$ cat src/rtl/peripheral_bus_controller.sv
// peripheral_bus_controller
//
// Memory-mapped bridge between the CPU load/store port and the board
// peripherals. A keypad value must be seen unchanged for STABLE_CYCLES
// consecutive clocks before it is committed and queued in a small FIFO.
// The CPU pops that FIFO through KPDATA. A display register, or the last
// committed keypad value in echo mode, drives the display input.
//
// Optional feature macro: KP_ECHO_EN (CTRL bit0 echo mode and the
// committed->display path). When undefined, CTRL reads 0 and the display
// always follows DISP.
//
// Parameters
//   FIFO_DEPTH     keypad entry FIFO depth, power of two, 2..16
//   STABLE_CYCLES  consecutive cycles a new keypad value must hold, >= 1
// Ports
//   clk          system clock, posedge
//   rst_n        synchronous active-low reset
//   addr         register select: 0 DISP, 1 KPDATA, 2 STATUS, 3 CTRL
//   wr_en/rd_en  single-cycle write/read strobes (write wins if both)
//   wdata        write data
//   rdata        registered read data
//   rdata_valid  one-cycle pulse when rdata carries a read result
//   kp_value     signed keypad value, synchronous to clk
//   disp_din     registered signed value to the display peripheral
module peripheral_bus_controller #(
    parameter int FIFO_DEPTH    = 4,
    parameter int STABLE_CYCLES = 16
) (
    input  logic        clk,
    input  logic        rst_n,
    input  logic [1:0]  addr,
    input  logic        wr_en,
    input  logic        rd_en,
    input  logic [31:0] wdata,
    output logic [31:0] rdata,
    output logic        rdata_valid,
    input  logic [31:0] kp_value,
    output logic [31:0] disp_din
);
    localparam int PTR_W  = $clog2(FIFO_DEPTH);
    localparam int FCNT_W = PTR_W + 1;
    localparam int SCNT_W = $clog2(STABLE_CYCLES + 1);

    localparam logic [1:0] ADDR_DISP   = 2'd0;
    localparam logic [1:0] ADDR_KPDATA = 2'd1;
    localparam logic [1:0] ADDR_STATUS = 2'd2;
    localparam logic [1:0] ADDR_CTRL   = 2'd3;

    localparam logic [FCNT_W-1:0] FIFO_FULL_CNT = FCNT_W'(FIFO_DEPTH);
    localparam logic [SCNT_W-1:0] STABLE_LIMIT  = SCNT_W'(STABLE_CYCLES);

    typedef enum logic {TRACK, QUALIFY} det_state_e;

    // ---------------- change detector ----------------
    det_state_e        state_q, state_d;
    logic [31:0]       committed_q, committed_d;
    logic [31:0]       candidate_q, candidate_d;
    logic [SCNT_W-1:0] count_q, count_d;
    logic [SCNT_W-1:0] count_inc;
    logic              eq_committed, eq_candidate;
    logic              commit;

    assign eq_committed = (kp_value == committed_q);
    assign eq_candidate = (kp_value == candidate_q);
    assign count_inc    = count_q + 1'b1;

    // Next-state process: decides state transitions and the commit event.
    // NOTE: every signal assigned in always_comb gets a default first so no
    // path leaves it unassigned, which would otherwise infer a latch.
    always_comb begin
        state_d = state_q;
        commit  = 1'b0;
        unique case (state_q)
            TRACK: begin
                if (!eq_committed) begin
                    // A single stable cycle suffices: commit right away.
                    if (STABLE_CYCLES == 1) commit  = 1'b1;
                    else                    state_d = QUALIFY;
                end
            end
            QUALIFY: begin
                if (eq_committed) begin
                    state_d = TRACK;
                end else if (eq_candidate ? (count_inc == STABLE_LIMIT)
                                          : (STABLE_CYCLES == 1)) begin
                    commit  = 1'b1;
                    state_d = TRACK;
                end
            end
            default: state_d = TRACK;
        endcase
    end

    // Output process: candidate/count bookkeeping and the commit datapath.
    always_comb begin
        candidate_d = candidate_q;
        count_d     = count_q;
        committed_d = committed_q;
        unique case (state_q)
            TRACK: begin
                if (!eq_committed) begin
                    candidate_d = kp_value;
                    count_d     = SCNT_W'(1);
                end
            end
            QUALIFY: begin
                if (eq_committed) begin
                    count_d = '0;
                end else if (eq_candidate) begin
                    count_d = count_inc;
                end else begin
                    candidate_d = kp_value;
                    count_d     = SCNT_W'(1);
                end
            end
            default: count_d = '0;
        endcase
        if (commit) begin
            committed_d = candidate_d;
            count_d     = '0;
        end
    end

    // ---------------- entry FIFO ----------------
    logic [31:0]       mem_q [FIFO_DEPTH];
    logic [PTR_W-1:0]  rd_ptr_q, wr_ptr_q;
    logic [FCNT_W-1:0] fifo_cnt_q;
    logic              overflow_q;
    logic              fifo_empty, fifo_full;
    logic              rd_act, pop_req, do_pop, do_push, overflow_set;

    assign fifo_empty   = (fifo_cnt_q == '0);
    assign fifo_full    = (fifo_cnt_q == FIFO_FULL_CNT);
    assign rd_act       = rd_en && !wr_en;
    assign pop_req      = rd_act && (addr == ADDR_KPDATA);
    assign do_pop       = pop_req && !fifo_empty;
    // A pop in the same cycle frees the slot, so a full FIFO still accepts.
    assign do_push      = commit && (!fifo_full || do_pop);
    assign overflow_set = commit && fifo_full && !do_pop;

    // ---------------- bus registers ----------------
    logic [31:0] disp_q;
    logic [31:0] rdata_q, rdata_d;
    logic        rdata_valid_q, rdata_valid_d;
    logic [31:0] disp_din_q, disp_din_d;
    logic [31:0] status_word;
    logic        echo_mode;

    assign status_word = {19'b0, 5'(fifo_cnt_q), 5'b0, overflow_q, fifo_full, fifo_empty};

    always_comb begin
        rdata_d       = rdata_q;
        rdata_valid_d = 1'b0;
        if (rd_act) begin
            rdata_valid_d = 1'b1;
            unique case (addr)
                ADDR_DISP:   rdata_d = disp_q;
                ADDR_KPDATA: rdata_d = fifo_empty ? 32'b0 : mem_q[rd_ptr_q];
                ADDR_STATUS: rdata_d = status_word;
                ADDR_CTRL:   rdata_d = {31'b0, echo_mode};
                default:     rdata_d = 32'b0;
            endcase
        end
    end

`ifdef KP_ECHO_EN
    logic echo_q;
    always_ff @(posedge clk) begin
        if (!rst_n)                             echo_q <= 1'b0;
        else if (wr_en && addr == ADDR_CTRL)    echo_q <= wdata[0];
    end
    assign echo_mode  = echo_q;
    assign disp_din_d = echo_q ? committed_q : disp_q;
`else
    assign echo_mode  = 1'b0;
    assign disp_din_d = disp_q;
`endif

    // NOTE: sequential state uses non-blocking assignments so every register
    // samples pre-edge values regardless of statement order.
    always_ff @(posedge clk) begin
        if (!rst_n) begin
            state_q       <= TRACK;
            committed_q   <= '0;
            candidate_q   <= '0;
            count_q       <= '0;
            rd_ptr_q      <= '0;
            wr_ptr_q      <= '0;
            fifo_cnt_q    <= '0;
            overflow_q    <= 1'b0;
            disp_q        <= '0;
            rdata_q       <= '0;
            rdata_valid_q <= 1'b0;
            disp_din_q    <= '0;
        end else begin
            state_q       <= state_d;
            committed_q   <= committed_d;
            candidate_q   <= candidate_d;
            count_q       <= count_d;
            if (do_pop)  rd_ptr_q <= rd_ptr_q + 1'b1;
            if (do_push) wr_ptr_q <= wr_ptr_q + 1'b1;
            fifo_cnt_q    <= fifo_cnt_q + FCNT_W'(do_push) - FCNT_W'(do_pop);
            // A new overflow in the same cycle as a clearing write wins.
            if (overflow_set)                         overflow_q <= 1'b1;
            else if (wr_en && addr == ADDR_STATUS)    overflow_q <= 1'b0;
            if (wr_en && addr == ADDR_DISP) disp_q <= wdata;
            rdata_q       <= rdata_d;
            rdata_valid_q <= rdata_valid_d;
            disp_din_q    <= disp_din_d;
        end
    end

    // NOTE: FIFO storage is deliberately not reset; the pointers and count
    // define which entries are valid, so stale contents are never read.
    always_ff @(posedge clk) begin
        if (do_push) mem_q[wr_ptr_q] <= candidate_d;
    end

    assign rdata       = rdata_q;
    assign rdata_valid = rdata_valid_q;
    assign disp_din    = disp_din_q;

endmodule

$ cat config.mk
export PLATFORM = sky130hd
export DESIGN_NAME = peripheral_bus_controller
export DESIGN_NICKNAME = d
export VERILOG_FILES = /design/src/rtl/peripheral_bus_controller.sv
export SDC_FILE = /design/constraint.sdc
export NUM_CORES = 1
export LEC_CHECK = 0
export ABC_CLOCK_PERIOD_IN_PS = 3800
export CORE_MARGIN = 3
export CORE_UTILIZATION = 46
export CTS_CLUSTER_DIAMETER = 60
export CTS_CLUSTER_SIZE = 14
export DETAILED_ROUTE_END_ITERATION = 7
export GPL_TIMING_DRIVEN = 0
export PLACE_DENSITY = 0.76
export SETUP_SLACK_MARGIN = 0.4
export SYNTH_ARGS = -nofsm -noshare
export SYNTH_HDL_FRONTEND = slang
export SYNTH_SLANG_ARGS = --single-unit
$ cat constraint.sdc
create_clock -name clk -period 3.8 [get_ports clk]
set_input_delay 0.57 -clock clk [delete_from_list [all_inputs] [get_ports clk]]
set_output_delay 0.57 -clock clk [all_outputs]
set_load 0.1 [all_outputs]
# Word-level counts from Yosys, hierarchy flattened
# Memories as Yosys holds them, arrays and structs flattened. A register that Yosys moved wholly into a read port is not among the register bits.
# Cells that the tools add are included.
dict set report totals {
  inputBits 70
  mem_bits_rw 128
  reg_bits 175
  latchBits 0
  romBits 0
  mem_count 1
  out_inout_bits 65
}
# memory words width read_ports rd_ports_with_merged_regs wr line_no
set mem_list {}
lappend mem_list {mem_q 4 32 1 1 1 126} ;# logic [31:0] mem_q [FIFO_DEPTH];
dict set report classes {
  magnitude_cmp 0
  shifts 0
  n_bitwise 2
  reduce_logical 17
  n_div 0
  mul 0
  n_mux 25
  add_sub_neg 5
  n_eq_ne 8
}
# operator count
set ops {}
lappend ops {{$mux 32} 4}
lappend ops {{$pmux 32 s4} 1}
lappend ops {{$eq 32x32->1} 2}
lappend ops {{$pmux 32 s2} 1}
lappend ops {{$mux 5} 3}
lappend ops {{$mux 1} 12}
lappend ops {{$pmux 5 s2} 1}
lappend ops {{$logic_and 1x1->1} 8}
lappend ops {{$add 5x1->5 const B} 1}
lappend ops {{$eq 5x5->1 const B} 1}
lappend ops {{$add 2x1->2 const B} 2}
lappend ops {{$eq 2x2->1 const B} 2}
lappend ops {{$logic_not 1->1} 4}
lappend ops {{$mux 2} 2}
lappend ops {{$add 3x1->3} 1}
lappend ops {{$eq 3x3->1 const B} 1}
lappend ops {{$logic_not 3->1} 1}
lappend ops {{$sub 3x1->3} 1}
lappend ops {{$eq 2x1->1 const B} 1}
lappend ops {{$logic_not 2->1} 1}
lappend ops {{$ne 2x2->1 const B} 1}
lappend ops {{$not 1->1} 2}
lappend ops {{$pmux 1 s2} 1}
lappend ops {{$reduce_bool 2->1} 1}
lappend ops {{other kinds (2)} 2}

# Longest topological paths before layout
# Gate-level depths: netlist of run 1.
dict set report logic_depth {
  ltp_word 9
  mapped_depth 15
  depth_no_buf 13
}

# Least setup slack after synthesis of run 1
# Ideal clock, no wire load.
dict set report synth_timing {
  path_type {in2reg}
  startpoint {input kp_value[6]}
  endpoint {register fifo_cnt_q[2]}
  n_path_buf 0
  arrival_time_ps 3388
  t_required_ps 3672
  setup_ps 128
  stages 13
  setup_slack_ps 284
  path_cell_list {xor2_1 nor4_1 nand4_1 or4_4 nor4b_4 inv_1 ha_1 inv_1 ha_1 fa_1 xnor2_1 xnor2_1 nor2_1}
}
dict set report synth_via {
  elab_chain_len 8
  word_cells_on_any_way 9
  cone_classes {add/sub (2); eq/ne (2); mux (4); reduce/logical (1)}
}
# element line_no
set synth_lines {}
lappend synth_lines {{start, declared} 38} ;# input logic [31:0] kp_value,
lappend synth_lines {{$eq 32x32->1} 65} ;# assign eq_candidate = (kp_value == candidate_q);
lappend synth_lines {{$mux 1 (2 in series)} 85} ;# end else if (eq_candidate ? (count_inc == STABLE_LIMIT)
lappend synth_lines {{$mux 1 (*)} 83} ;# if (eq_committed) begin
lappend synth_lines {{$mux 1 (*)} 74} ;# unique case (state_q)
lappend synth_lines {{$logic_and 1x1->1 (*)} 139} ;# assign do_push = commit && (!fifo_full || do_pop);
lappend synth_lines {{$add 3x1->3 (*)} 203} ;# fifo_cnt_q <= fifo_cnt_q + FCNT_W'(do_push) - FCNT_W'(do_pop);
lappend synth_lines {{$sub 3x1->3 (*)} 203}
lappend synth_lines {{end signal, assigned} 203}
lappend synth_lines {{end, declared} 128} ;# logic [FCNT_W-1:0] fifo_cnt_q;
# Mark *: on every way between the ends. The rest lies on a longest branch, timed or not.
# A chain may end at the register's enable or synchronous reset.

# Worst setup path in the final report of run 1
dict set report layout_timing {
  startpoint {input kp_value[30]}
  endpoint {register fifo_cnt_q[2]}
}
# Same word-level chain as after synthesis.

==> flow_summary.yaml, run 1 <==
run_status:
  outcome: "complete, no violations"
global_route:
  antenna_found_initial: 0
  grt_pass1_vias: 8312
  grt-ovfl-total: 0
  track_usage_pct: 20.8
  grt_max_degree: 33
  grt_pass1_wl_mm: 46.4
logic_synthesis:
  synth.distinct_cells: 40
  async_reset_ff_share_pct: 0
  avgSynthCellArea_um2: 11.9
  synth_top_area_cell: "edfxtp_1"
  yosysWarnings: 0
  seq_area_frac_synth_pct: 61.8
  synth_area_mm2: 0.0120
  yosysTopAreaCellShare_pct: 32.2
  synthCells: 1002
  synth_nets: 1081
  ys_seq_elements: 305
  yosysMostFrequentCell: "dfxtp_1"
  synth-edff-count: 128
  synth_commonest_cells: "dfxtp_1, nand2_1, edfxtp_1, a21oi_1, xor2_1"
  netlist_top_cells_area: "edfxtp_1, dfxtp_1, mux4_2"
  synth-main-ff-cell: "dfxtp_1"
worst_setup_path:
  path_class: "in2reg"
  crit_path_start_kind: "input port"
  crit_fanout: 3
  required_ns: 4.20
  cp.arrival_ns: 3.73
  cp-end-kind: "flip-flop"
cts:
  clk_latency_ns: 0.53
  ctsHoldBuffers: 0
  clk_pin_slew_ns: 0.06
  cts_tree: "yes"
  cts-root-buf: "clkbuf_16"
  numClockSinks: 305
  cts_buffer_depth: 3
  cts_max_level: 1
  cts_buffers: 28
drt:
  wl_mm: 29.9
  vias_per_cell: 5.53
  first_pass_iters: 5
  vias: 8409
  wire_per_inst_um: 19.7
  ant_nets: 0
  drtIter0Drc: 899
  drc: 0
pwr:
  power_mw: 6.64
  p_per_area_mw_per_mm2: 453
  peakVddDrop_uv: 322
  leakage_nw: 5.22
timing:
  finalCriticalPeriod_ns: 3.34
  finalHoldViolCount: 0
  fmax_ghz: 0.300
  maxSlewHeadroom_pct: 12.7
  tns_ns: 0
  final-setup-viol-count: 0
  finalCritPeriodShare_pct: 87.8
  rsz0062_at_grt: "yes"
  slew_viol_final: 0
  fin_skew_ns: 0.0105
  tightest_slew_ns: 1.30
  fin_ws_ns: 0.464
die:
  die_y_um: 167
  ios: 135
  dieArea_mm2: 0.0280
  start_util_pct: 47.2
  core_area_mm2: 0.0253
  rows: 58
  die_w_um: 167
placed_design:
  placedInstanceArea_mm2: 0.0137
  pre_cts_ws_ns: -0.660
  globalplace.congestion: 0.870
  place.port_buffers: 132
  dpl.hpwl_mm: 21.0
worst_hold_path:
  hp-class: "in2reg"
cells_and_area:
  nets: 1249
  fin_area_mm2: 0.0147
  drive_above_1_share_pct: 9.08
  areaGrowthSynthToFinish_pct: 22.7
  diodes: 0
job:
  maxCapViolations: 0
-- what timing repair did --
| action | CTS | global route |
|---|---|---|
| pin swaps | 8 | 9 |
| setup buffers | 4 | 2 |
| gates resized for setup | 30 | 10 |
| endpoints found under the setup margin | 130 | 130 |
-- power breakdown --
part	internal, mW	switching (mW)	total (mW)
Sequential	3.45	0.0321	3.48
Clock	1.55	1.20	2.74
Combinational	0.137	0.281	0.417
Total	5.13	1.51	6.64
-- kinds of logic (layout without fill, tap and decap cells) --
family	after synthesis	count (layout)	synth area share [%]
compound gates	139	139	7.37
xor+xnor	70	70	5.13
fa+ha+maj	9	9	1.00
buf+inv	82	270	2.70
flops	305	305	61.8
mux	74	74	9.59
simple gates	323	323	12.4
-- worst paths after layout --
path	startpoint	end	slack, ns	cells past startpoint
hold reg to reg	committed_q[5]	committed_q[5]	0.47	2
hold / removal	kp_value[6]	candidate_q[6]	0.42	3
setup / recovery	kp_value[30]	fifo_cnt_q[2]	0.46	13
setup reg to reg	candidate_q[16]	fifo_cnt_q[2]	0.51	13
-- flip-flops by register name, indices dropped and copies added, names as in the netlist, 3 cells and up, named ones only --
register	cells
mem_q	128
candidate_q	32
committed_q	32
disp_din	32
disp_din_d	32
rdata	32
count_q	5
fifo_cnt_q	3
-- routing by layer --
| layer | vias to the layer above | part of all wire [%] | track usage (%) |
|---|---|---|---|
| li1 | 3914 | - | - |
| met1 | 4102 | 43 | 29.1 |
| met2 | 336 | 46 | 33.4 |
| met3 | 57 | 7.6 | 4.13 |
| met4 | 0 | 2.9 | 5.76 |
| met5 | - | 0 | 0 |
-- layout by cell type (no fill, tap or decap), types with 3 or more instances in the layout --
master	instances
o221ai_1	6
nand3_1	32
and2_2	3
edfxtp_1	128
dfxtp_1	177
and2_1	38
buf_1	7
mux2_2	4
nand4_1	5
nand2_1	166
xnor2_1	8
clkbuf_16	30
mux4_2	32
nor3_1	6
nor2_1	42
and3_1	3
nor4_2	4
mux2i_1	38
clkinv_2	3
clkbuf_8	5
a21oi_1	61
ha_1	7
clkdlybuf4s50_1	105
o21ai_0	35
inv_1	15
nor4_1	10
buf_4	10
a222oi_1	26
a31oi_1	3
dlygate4sd2_1	25
clkbuf_1	63
xor2_1	60
-- through the flow --
stage	hold slack, ns	std cells	utilization [%]
final	0.418	1520	57.9
after global routing	0.400	1520	57.9
after CTS	0.455	1518	57.7
after detailed placement	0.459	1464	54.1
after global placement	0.452	1464	54.1
after floorplan	0.440	1002	-
-- worst max-delay path, stage by stage --
cell and delay [ns]:
clkdlybuf4s50_1 0.60, xnor2_1 0.16, nand4_1 0.18, or4_4 0.59
nor4b_4 0.31, inv_2 0.10, ha_4 0.27, inv_1 0.04
ha_1 0.18, fa_2 0.35, xnor2_2 0.17, xnor2_1 0.13
nor2_1 0.06
-- final cells by class --
cell class / count / area [um2]
plain buffers: 66 / 264
clock buffers: 44 / 853
clock inverters: 6 / 41.3
fillers: 2058 / 10700
inverters: 16 / 60.1
multi-input cells: 615 / 4320
flip-flops and latches: 305 / 7390
well taps: 330 / 413
repair buffers: 138 / 1330
Note: power is estimated with default switching activity, not from simulation.
==> run 2: changes to the inputs <==
CAP_MARGIN = 20   (was unset)
==> run 2 against run 1 <==
Final cell count decreased by 0.13%. Largest power group unchanged. Critical path depth up 1. Register-to-register slack improved by 0.02 ns. Die area unchanged. Design area shrank 0.60%. Flip-flop and latch count is the same. Largest cell class unchanged. Sequential power about the same. Total power down 2.5%.
==> flow_summary.yaml, run 2 (same netlist as run 1, synthesis figures left out) <==
run_status:
  outcome: "complete, no violations"
global_route:
  grt_pass1_vias: 8327
  grt_max_degree: 33
  use_met2_pct: 32.6
  grt_util_met3_pct: 4.01
  grt-ovfl-total: 0
  met1_usage_pct: 29.9
  top_usage_layer: "met2"
  grt_pass1_wl_mm: 46.5
  antenna_found_initial: 0
  track_usage_pct: 20.8
cts:
  cts-root-buf: "clkbuf_16"
  cts_buffers: 27
  cts_max_level: 1
  clk_latency_ns: 0.55
  clk_pin_slew_ns: 0.06
  cts_buffer_depth: 3
  cts_tree: "yes"
  numClockSinks: 305
die:
  rows: 58
  die_y_um: 167
  dieArea_mm2: 0.0280
  core_area_mm2: 0.0253
  start_util_pct: 47.2
  die_w_um: 167
  ios: 135
timing:
  maxSlewHeadroom_pct: 33.9
  final-setup-viol-count: 0
  tightest_slew_ns: 0.989
  finalCritPeriodShare_pct: 86.4
  finalCriticalPeriod_ns: 3.28
  slew_viol_final: 0
  finalHoldViolCount: 0
  tns_ns: 0
  rsz0062_at_grt: "no"
  fmax_ghz: 0.305
  fin_skew_ns: 0.0168
drt:
  vias: 8448
  ant_nets: 0
  wire_per_inst_um: 19.5
  first_pass_iters: 7
  vias_per_cell: 5.57
  drtIter0Drc: 928
  drc: 0
  wl_mm: 29.6
cells_and_area:
  layout_common_cells: "dfxtp_1, nand2_1, edfxtp_1, clkdlybuf4s50_1, clkbuf_1"
  layout_commonest_cell: "dfxtp_1"
  regMostFlops: "mem_q"
  drive_above_1_share_pct: 8.67
  finalCoreUtilization_pct: 57.6
  areaGrowthSynthToFinish_pct: 22.0
  diodes: 0
  nets: 1247
  largest_reg_flops: 128
worst_hold_path:
  hp-class: "in2reg"
worst_setup_path:
  cp.arrival_ns: 3.70
  required_ns: 4.21
  path_class: "in2reg"
  crit_fanout: 3
  cp-end-kind: "flip-flop"
  crit_path_start_kind: "input port"
placed_design:
  place.port_buffers: 132
  globalplace.congestion: 0.870
  dpl.hpwl_mm: 21.0
pwr:
  p_per_area_mw_per_mm2: 444
  peakVddDrop_uv: 325
  leakage_nw: 5.18
job:
  maxCapViolations: 0
==> run 2: area by class of cell <==
cell class,instances,area (um2)
fill,2044,10700
inverter,16,60.1
multi-input combinational,615,4310
sequential,305,7390
buffer,66,264
clock buffer,44,769
tap,330,413
clock inverter,5,40.0
timing repair buffer,137,1340
==> run 2: path summary, 6_finish.rpt <==
check,start,end,slack [ns],cells after the start
worst max-delay path,kp_value[16],fifo_cnt_q[2],0.52,14
worst min-delay path,kp_value[3],candidate_q[3],0.40,3
worst max register to register,candidate_q[3],fifo_cnt_q[2],0.53,13
worst min register to register,disp_din_d[1],disp_din_d[1],0.47,2
==> run 2: layer usage <==
| layer | vias up | wire length, um |
|---|---|---|
| li1 | 3921 | - |
| met4 | 0 | 815 |
| met1 | 4087 | 12500 |
| met5 | - | 0 |
| met2 | 380 | 13600 |
| met3 | 60 | 2600 |
==> run 2: worst max-delay path, stage by stage <==
cell	delay, ns
dlygate4sd2_1	0.29
xor2_1	0.19
nor4_2	0.33
nand4_1	0.19
or4_4	0.55
nor4b_4	0.28
inv_2	0.09
ha_4	0.27
inv_1	0.04
ha_1	0.18
fa_2	0.35
xnor2_2	0.17
xnor2_1	0.13
nor2_1	0.05
==> run 2: power by group <==
| part | total, mW | leakage, nW | switching (mW) | internal [mW] |
|---|---|---|---|---|
| Clock | 2.58 | 0.389 | 1.19 | 1.39 |
| Sequential | 3.48 | 2.59 | 0.0321 | 3.45 |
| Combinational | 0.416 | 2.20 | 0.278 | 0.138 |
| Total | 6.48 | 5.18 | 1.50 | 4.98 |
==> run 2: timing repair <==
action | CTS | global route
buffers inserted | 4 | 0
hold buffers | 0 | 0
endpoints found under the setup margin | 130 | 134
pin swaps | 8 | 9
cloned | 0 | 0
resized for setup | 24 | 13
==> run 2: per-stage QoR <==
step / total power, mW / setup WS (ns) / cells / instance area, um2 / hold WS (ns)
CTS: 6.50 / 0.408 / 1518 / 14500 / 0.449
global placement: 3.96 / -0.872 / 1464 / 13700 / 0.452
detailed placement: 3.97 / -0.655 / 1465 / 13700 / 0.458
finish: 6.48 / 0.517 / 1518 / 14600 / 0.402
floorplan: 3.78 / 0.408 / 1002 / 12000 / 0.440
global route: 6.68 / 0.402 / 1518 / 14600 / 0.400
==> run 3: changes to the inputs <==
CORE_UTILIZATION = 56   (was 46)
PLACE_DENSITY = 0.89   (was 0.76)
==> run 3 against run 2 <==
Total power down 0.94%. Flip-flop and latch count stayed put. Via count rose by 4.8%. Critical path type unchanged. First-iteration DRC count rose by 25%. Critical path depth stayed put. Non-clock buffer count grew 6. Fmax shrank 2.5%.
==> flow_summary.yaml, run 3 (same netlist as run 1, synthesis figures left out) <==
die:
  die_w_um: 152
  dieArea_mm2: 0.0231
  start_util_pct: 58.0
  ios: 135
  die_y_um: 152
  core_area_mm2: 0.0206
  rows: 52
cts:
  cts_tree: "yes"
  cts_max_level: 1
  clk_latency_ns: 0.53
  cts_buffer_depth: 3
  cts_buffers: 26
  clk_pin_slew_ns: 0.07
  ctsHoldBuffers: 0
  numClockSinks: 305
  cts-root-buf: "clkbuf_16"
cells_and_area:
  largest_reg_flops: 128
  layout_commonest_cell: "dfxtp_1"
  n_fill_cell: 1366
  diodes: 0
  stdcell_count: 1461
  nets: 1252
  areaGrowthSynthToFinish_pct: 21.6
  regMostFlops: "mem_q"
  drive_above_1_share_pct: 8.90
  layout_common_cells: "dfxtp_1, nand2_1, edfxtp_1, clkdlybuf4s50_1, clkbuf_1"
timing:
  finalHoldViolCount: 0
  fin_skew_ns: 0.0108
  finalCriticalPeriod_ns: 3.37
  maxSlewHeadroom_pct: 31.8
  fmax_ghz: 0.297
  finalCritPeriodShare_pct: 88.6
  slew_viol_final: 0
  final-setup-viol-count: 0
  tightest_slew_ns: 1.02
  tns_ns: 0
  rsz0062_at_grt: "no"
placed_design:
  placedCellCount: 1405
  dpl.hpwl_mm: 21.0
  place.port_buffers: 132
  globalplace.congestion: 0.941
drt:
  wire_per_inst_um: 21.5
  drtIter0Drc: 1163
  drc: 0
  wl_mm: 31.4
  ant_nets: 0
  first_pass_iters: 8
  vias_per_cell: 6.06
  vias: 8851
worst_setup_path:
  path_class: "in2reg"
  slowest_stage: "clkbuf_1"
  cp-startpoint: "kp_value[10]"
  worst-path-buf-inv: 8
  r2r_slack_ns: 0.45
  slowest_delay_ns: 0.43
  cp.arrival_ns: 3.71
  cp-end-kind: "flip-flop"
  required_ns: 4.14
  crit_chain: "dlygate4sd2_1 -> xor2_1 -> nor4_2 -> nand3_1 -> buf_4 -> buf_4 -> buf_4 -> buf_4 -> buf_4 -> buf_4 -> nor4_4 -> clkbuf_1 -> o21ai_0 -> nand2_1"
  cp_top_family: "buffers and inverters"
  crit_path_start_kind: "input port"
  crit_fanout: 10
  cpMostUsedCell: "buf_4"
  r2r-start: "candidate_q[31]"
pwr:
  p_per_area_mw_per_mm2: 441
  leakage_nw: 5.28
  peakVddDrop_uv: 329
global_route:
  antenna_found_initial: 0
  grt-ovfl-total: 0
  grt_pass1_wl_mm: 47.7
  grt_max_degree: 33
  track_usage_pct: 25.8
  grt_pass1_vias: 8725
worst_hold_path:
  hp-start: "kp_value[11]"
  hp-class: "in2reg"
job:
  maxCapViolations: 0
run_status:
  outcome: "complete, no violations"
-- run 3: cell count changes in the layout (fill, tap and decap cells not counted), sizes merged --
cell / previous run / this run
clkinvlp: 1 / 0
clkdlybuf4s50: 108 / 101
clkbuf: 100 / 99
clkinv: 1 / 2
inv: 19 / 17
buf: 16 / 22
dlymetal6s2s: 4 / 12
dlygate4sd2: 19 / 18
-- run 3: worst reg2reg max path: stages, from the launching register on --
cell      delay (ns)
dfxtp_1         0.34
xor2_1          0.19
nor4_2          0.31
nand3_1         0.17
buf_4           0.17
buf_4           0.12
buf_4           0.12
buf_4           0.12
buf_4           0.12
buf_4           0.13
nor4_4          0.42
clkbuf_1        0.43
o21ai_0         0.26
nand2_1         0.26
-- run 3: final timing paths --
check                    end  cells after the start
min reg2reg   disp_din_d[19]                      2
max reg2reg     mem_q[3][12]                     13
max             mem_q[3][12]                     14
min          candidate_q[11]                      3
-- run 3: final cells by class --
cell class	count	area (um2)	area share (%)
buffer	66	265	1.82
multi-input combinational	615	4310	29.6
clock inverter	3	18.8	0.129
clock buffer	43	756	5.20
tap	270	338	2.32
inverter	16	60.1	0.413
sequential	305	7390	50.8
timing repair buffer	143	1400	9.65
-- run 3: report_power, final --
part	switching (mW)	leakage [nW]	internal, mW
sequential	0.0349	2.59	3.45
combinational	0.285	2.32	0.138
clock	1.16	0.376	1.36
total	1.47	5.28	4.94
-- run 3: metrics by stage --
stage	power [mW]	utilization [%]	hold slack, ns	setup WS, ns	instance area [um2]
2_1_floorplan	3.78	-	0.440	0.408	12000
3_3_place_gp	3.95	66.0	0.454	-0.769	13600
3_5_place_dp	3.97	66.1	0.460	-0.587	13600
4_1_cts	6.40	70.1	0.469	0.403	14500
5_1_grt	6.57	70.5	0.420	0.340	14500
6_report	6.42	70.5	0.375	0.434	14500
-- run 3: per-layer routing --
metal / vias up / part of all wire (%) / GRT usage [%]
met3: 115 / 10 / 5.20
met5: - / 0 / 0
li1: 3928 / - / -
met4: 0 / 4.1 / 9.80
met2: 590 / 48 / 42.4
met1: 4218 / 38 / 34.2
-- run 3: what timing repair did --
action | 4_1_cts | 5_1_grt
setup endpoints to repair | 130 | 296
pin swaps | 8 | 15
gates resized for setup | 23 | 24
hold endpoints to repair | 0 | 0
setup buffers | 8 | 2
